**src/rtl/cmp_pkg.sv**
```systemverilog
// Shared constants and the result-triple type for the comparator and its consumers.
package cmp_pkg;

    localparam int CMP_W_DEFAULT     = 16;
    localparam int CMP_CNT_W_DEFAULT = 16;

    // One-hot magnitude result; exactly one field is set after an accepted sample.
    typedef struct packed {
        logic eq;
        logic lt;
        logic gt;
    } cmp_res_t;

endpackage

```
**src/rtl/msb_priority_enc.sv**
```systemverilog
// Highest-set-bit encoder: index of the MSB that is 1 in mask_i, plus a found flag.
// Combinational, no latency, no backpressure. Index is 0 when the mask is all zero.
module msb_priority_enc #(
    parameter int W     = 16,
    parameter int IDX_W = $clog2(W)
) (
    input  logic [W-1:0]     mask_i,
    output logic [IDX_W-1:0] idx_o,
    output logic             found_o
);

    always_comb begin
        idx_o   = '0;
        found_o = 1'b0;
        // Ascending scan, so the last hit (the highest bit) wins.
        for (int i = 0; i < W; i++) begin
            if (mask_i[i]) begin
                idx_o   = IDX_W'(i);
                found_o = 1'b1;
            end
        end
    end

endmodule

```
**src/rtl/comparator.sv**
```systemverilog
// W-bit comparator: combinational equal flag plus a registered eq/lt/gt, XOR mask,
// MSB-difference index and saturating mismatch counter. Registered path latency 1.
// No backpressure: every in_valid sample is accepted.
module comparator
    import cmp_pkg::*;
#(
    parameter int  W     = CMP_W_DEFAULT,
    parameter int  CNT_W = CMP_CNT_W_DEFAULT,
    localparam int IDX_W = $clog2(W)
) (
    input  logic             clk,
    input  logic             rst_n,
    input  logic [W-1:0]     a,
    input  logic [W-1:0]     b,
    input  logic             signed_mode,
    input  logic             in_valid,
    input  logic             cnt_clr,
    output logic             equal,
    output logic             out_valid,
    output logic             eq_q,
    output logic             lt_q,
    output logic             gt_q,
    output logic [W-1:0]     diff_mask_q,
    output logic [IDX_W-1:0] diff_idx_q,
    output logic [CNT_W-1:0] mismatch_cnt
);

    logic [W-1:0]     diff_d;
    logic [W-1:0]     a_mag;
    logic [W-1:0]     b_mag;
    logic [IDX_W-1:0] enc_idx;
    logic             enc_found;
    cmp_res_t         res_d;
    logic [IDX_W-1:0] idx_d;
    logic [CNT_W-1:0] cnt_d;

    logic             valid_q;
    cmp_res_t         res_q;
    logic [W-1:0]     mask_q;
    logic [IDX_W-1:0] idx_q;
    logic [CNT_W-1:0] cnt_q;

    assign equal  = (a == b);
    assign diff_d = a ^ b;

    // Inverting the sign bit maps two's-complement order onto unsigned order.
    assign a_mag = signed_mode ? {~a[W-1], a[W-2:0]} : a;
    assign b_mag = signed_mode ? {~b[W-1], b[W-2:0]} : b;

    always_comb begin
        res_d    = '0;
        res_d.eq = equal;
        res_d.lt = (a_mag < b_mag);
        res_d.gt = (a_mag > b_mag);
    end

    msb_priority_enc #(
        .W     (W),
        .IDX_W (IDX_W)
    ) u_enc (
        .mask_i  (diff_d),
        .idx_o   (enc_idx),
        .found_o (enc_found)
    );

    assign idx_d = enc_found ? enc_idx : '0;

    always_comb begin
        cnt_d = cnt_q;
        if (cnt_clr) begin
            cnt_d = '0;
        end else if (in_valid && !equal && (cnt_q != {CNT_W{1'b1}})) begin
            cnt_d = cnt_q + {{(CNT_W-1){1'b0}}, 1'b1};
        end
    end

    always_ff @(posedge clk or negedge rst_n) begin
        if (!rst_n) begin
            valid_q <= 1'b0;
            res_q   <= '0;
            mask_q  <= '0;
            idx_q   <= '0;
            cnt_q   <= '0;
        end else begin
            valid_q <= in_valid;
            cnt_q   <= cnt_d;
            if (in_valid) begin
                res_q  <= res_d;
                mask_q <= diff_d;
                idx_q  <= idx_d;
            end
        end
    end

    assign out_valid    = valid_q;
    assign eq_q         = res_q.eq;
    assign lt_q         = res_q.lt;
    assign gt_q         = res_q.gt;
    assign diff_mask_q  = mask_q;
    assign diff_idx_q   = idx_q;
    assign mismatch_cnt = cnt_q;

endmodule

```
**config.mk**
```make
export PLATFORM = sky130hd
export DESIGN_NAME = comparator
export DESIGN_NICKNAME = d
export VERILOG_FILES = /design/src/rtl/cmp_pkg.sv /design/src/rtl/msb_priority_enc.sv /design/src/rtl/comparator.sv
export SDC_FILE = /design/constraint.sdc
export NUM_CORES = 1
export LEC_CHECK = 0
export ABC_AREA = 1
export BUFFER_PORTS_ARGS = -buffer_cell sky130_fd_sc_hd__buf_4
export CAP_MARGIN = 20
export CORE_MARGIN = 4
export CORE_UTILIZATION = 52
export DETAILED_ROUTE_END_ITERATION = 16
export PLACE_DENSITY = 0.8
export SETUP_SLACK_MARGIN = 0.02
export SYNTH_ARGS = -nofsm -noshare
export SYNTH_HDL_FRONTEND = slang
export SYNTH_HIERARCHICAL = 1
export SYNTH_SLANG_ARGS = --single-unit
```
**constraint.sdc**
```tcl
create_clock -name clk -period 2 [get_ports clk]
set_input_delay 0.3 -clock clk [delete_from_list [all_inputs] [get_ports clk]]
set_output_delay 0.3 -clock clk [all_outputs]
set_load 0.005 [all_outputs]
```
==> results.txt <==
The run finished with clean final reports. The worst hold path begins at in_valid. Once detailed placement completed, the half-perimeter wirelength came to 4970 um. The overflow left after global routing is 0. The core outline area came out at 4850 um2.

The tightest min-delay check is of the input port to register type. The maximum fanout encountered on the critical timing path came out at 3. The total negative slack for setup checks came out at 0 ps. The number of global-route vias before repair is 2586. The routed via count came out at approximately 2700. The count of max-cap constraint violations came out at 0. The most critical setup path has its startpoint at a[9]. The number of hold violations in the final report is 0. The clock edge transition at the registers on the reported setup and hold paths came out at 70 ps.

The delay of the slowest cell on the worst path is 300 ps. The synthesized cell area came out at 2680 um2. The width of the die came out at 79.8 um.

At the later pin of the worst-skew pair, clock insertion delay measures ~290 ps. The starting DRC count in detailed routing is 132. The number of placed I/O pins came out at 78. The most used flip-flop cell after synthesis is sky130_fd_sc_hd__dfrtp_1. Of the synthesized area, sequential elements account for 0.374. STA classifies the critical path endpoint as a primary output. Using the TritonRoute via totals, the vias-per-cell ratio works out to approximately 5. The site row count came out at 25. The starting utilization of the core area came out at 0.552. IR analysis of the VDD net gives a maximum drop of 0.339 mV. Counting I/O delays and the setup requirement, the final critical path takes 1700 ps. The total count of max-transition violations in the final report was 0. The number of antenna violations at the first check in global routing is 0. The maximum frequency from static timing analysis came out at 589 MHz. Traced cell by cell, the critical path runs through buf_4, ha_1, inv_1, nor3_2, nand2_1, nor2_1, buf_4. The total setup violations reported at the end of the flow came out at 0. For this run, the total global-route usage over all layers was measured as 0.215. Counting instances in the post-synthesis netlist gives the leading cell types as sky130_fd_sc_hd__nand2_1 (116), sky130_fd_sc_hd__inv_1 (58), sky130_fd_sc_hd__nor2_1 (42).

The fraction of synthesis flops using an asynchronous set or reset pin is 1.00. The worst setup path is launched from an input port. The static leakage came out at 1.93 nW. Ranked by total cell area, the synthesized netlist is headed by sky130_fd_sc_hd__dfrtp_1 (37%), sky130_fd_sc_hd__nand2_1 (16%), sky130_fd_sc_hd__inv_1 (8.1%).

In this run, CTS created clock tree buffers numbering 5. For the final database, setup skew stands at between 4 and 5 ps. The final layout contains 515 nets. The per-cell routed wire length came out at 12.1 um. The number of setup buffers added after CTS is 0. The transition time of the tightest slew-check pin came out at between 500 and 600 ps. The category of the critical setup timing path is input port to primary output. The number of filler instances in the final layout is 397. The largest individual stage delay along the critical path comes from the cell sky130_fd_sc_hd__ha_1. TritonCTS built the clock tree. The instance area after placement is between 3000 and 4000 um2. The number of warning messages in the yosys log came out at 6.

The last weighted congestion value of the routability-driven placer is 0.896. The maximum level of the CTS H-tree came out at 2. The area taken by flip-flops and latches is between 1000 and 1500 um2.

Before antenna repair, the detailed router went through 4 iterations. The cell type with the largest total area after synthesis is sky130_fd_sc_hd__dfrtp_1. The data arrival time at the worst-slack endpoint is 1400 ps.

For this block, the routed nets add up to 6420 um of wire. The repair_antennas step left the layout with diodes totalling 0. The number of distinct standard cells referenced by the synthesized netlist came out at 30. The buffer levels on the longest clock path came out at 2.

The tree is rooted in a sky130_fd_sc_hd__clkbuf_8. After clock tree synthesis, the flow added hold-fix buffers numbering 1. Setup repair after global routing left no endpoint under its margin.

The area growth from synthesis to final layout came out at 28.7%. The first-pass GRT wire length is 11000 um. The number of enable flip-flop cells after synthesis is 0. The most numerous cell type found on the critical path is sky130_fd_sc_hd__buf_4. The worst slew slack as a fraction of its limit came out at 0.634. The cell area power density came out at 612 nW/um2. Measured on the finished design, the core utilization comes to 0.711. Of the cells placed in the final design, the portion with a size suffix greater than 1 is 0.233. The gate family responsible for the most delay along the worst path is simple AND/OR/NAND/NOR gates. The beginning of the worst register-to-register path is mismatch_cnt[0]. The final period utilization came out at 0.849. At the worst endpoint, the required time is ~1700 ps. The maximum number of pins on one net before global-route repair is between 40 and 50.

The synthesized design contains 40 register bits. The gate count after technology mapping is 383. The portion of synthesized cell area occupied by the leading cell type is 0.374.

The final routed DRC violation total is 0. The multi-input combinational cells in the finished layout cover a total of 1360 um2. In the post-synthesis netlist, the cell with the most instances is sky130_fd_sc_hd__nand2_1.

The mean area per synthesized cell is 6.99 um2. The area of all placed cells without fillers is roughly 3400 um2. The synthesized net count came out at about 440.

The critical path buffer and inverter count came out at 3. The overall die height came out at 79.8 um. The die area came out at 6360 um2. The count of antenna-violating nets left after detailed routing came out at 0. The CTS sink count is 40. The post-cts repair resize count came out at 0. The total of buffers placed on input and output ports is 77.
[kinds of logic (layout without fill, tap and decap cells)]
logic type / Yosys count / in the layout / share of synthesized area
AOI/OAI and AO/OA: 36 / 36 / 0.0752
xor gates and xnor gates: 6 / 6 / 0.0196
adders and majority gates: 16 / 16 / 0.0748
buffers and inverters: 75 / 155 / 0.117
DFF: 40 / 40 / 0.374
and+or+nand+nor: 210 / 210 / 0.340
[worst register-to-register path: stages, from the launching register on]
cell and delay (ps):
sky130_fd_sc_hd__dfrtp_1 420, sky130_fd_sc_hd__ha_1 210, sky130_fd_sc_hd__nand2_2 70, sky130_fd_sc_hd__inv_2 70, sky130_fd_sc_hd__nand2_2 70, sky130_fd_sc_hd__nor2_4 140
sky130_fd_sc_hd__nand3_2 100, sky130_fd_sc_hd__nand3_4 180, sky130_fd_sc_hd__buf_4 180, sky130_fd_sc_hd__nand3_1 80, sky130_fd_sc_hd__nand2_1 80
[path summary, 6_finish.rpt]
kind,endpoint,slack [ps],cells past startpoint
setup / recovery,equal,300,7
hold / removal,out_valid,230,1
setup reg to reg,mismatch_cnt[3],340,10
hold reg to reg,diff_mask_q[11],490,2
max in group asynchronous,diff_idx_q[0],1130,2
min in group asynchronous,diff_mask_q[4],510,2
[where the power goes]
part	switching, W	internal [W]
combinational	0.000243	0.000232
clock	0.000280	0.000440
sequential	0.0000419	0.000871
total	0.000565	0.00154
[sequential cells by signal, summed over array words and instances (netlist names)]
register	count
diff_mask_q	16
mismatch_cnt	16
diff_idx_q	4
eq_q	1
gt_q	1
lt_q	1
out_valid	1
[placed cells by master (no fill, tap or decap), types with 4 or more instances in the layout]
cell type	instances
sky130_fd_sc_hd__nand4_1	4
sky130_fd_sc_hd__inv_2	7
sky130_fd_sc_hd__dfrtp_1	40
sky130_fd_sc_hd__o21ai_1	13
sky130_fd_sc_hd__xor2_1	4
sky130_fd_sc_hd__o21ai_0	7
sky130_fd_sc_hd__buf_4	80
sky130_fd_sc_hd__a21oi_1	7
sky130_fd_sc_hd__ha_1	16
sky130_fd_sc_hd__clkbuf_8	7
sky130_fd_sc_hd__nand2_1	116
sky130_fd_sc_hd__nand3_1	33
sky130_fd_sc_hd__inv_1	58
sky130_fd_sc_hd__nor2_1	42
[final cells by class]
class	count	share of cell area
multi-input combinational	268	0.396
sequential	40	0.290
timing repair buffer	81	0.177
inverter	66	0.0759
clock buffer	7	0.0279
tap	67	0.0243
clock inverter	1	0.00871
[through the flow]
stage | power [W] | instances | setup slack, ps | hold WS (ps)
after global placement | 0.00139 | 521 | 215 | 305
after global routing | 0.00225 | 530 | 186 | 213
after floorplan | 0.00118 | 383 | 450 | 4.41
after CTS | 0.00213 | 530 | 294 | 214
after detailed placement | 0.00141 | 521 | 185 | 305
final | 0.00211 | 530 | 302 | 225
[per-layer routing]
layer,global-route usage,share of wire,vias up
met5,0,0,-
met4,0.0676,0.017,0
met3,0.0429,0.060,12
met2,0.392,0.51,93
met1,0.252,0.41,1203
li1,-,-,1346
Power figures use the tool's default switching activity.
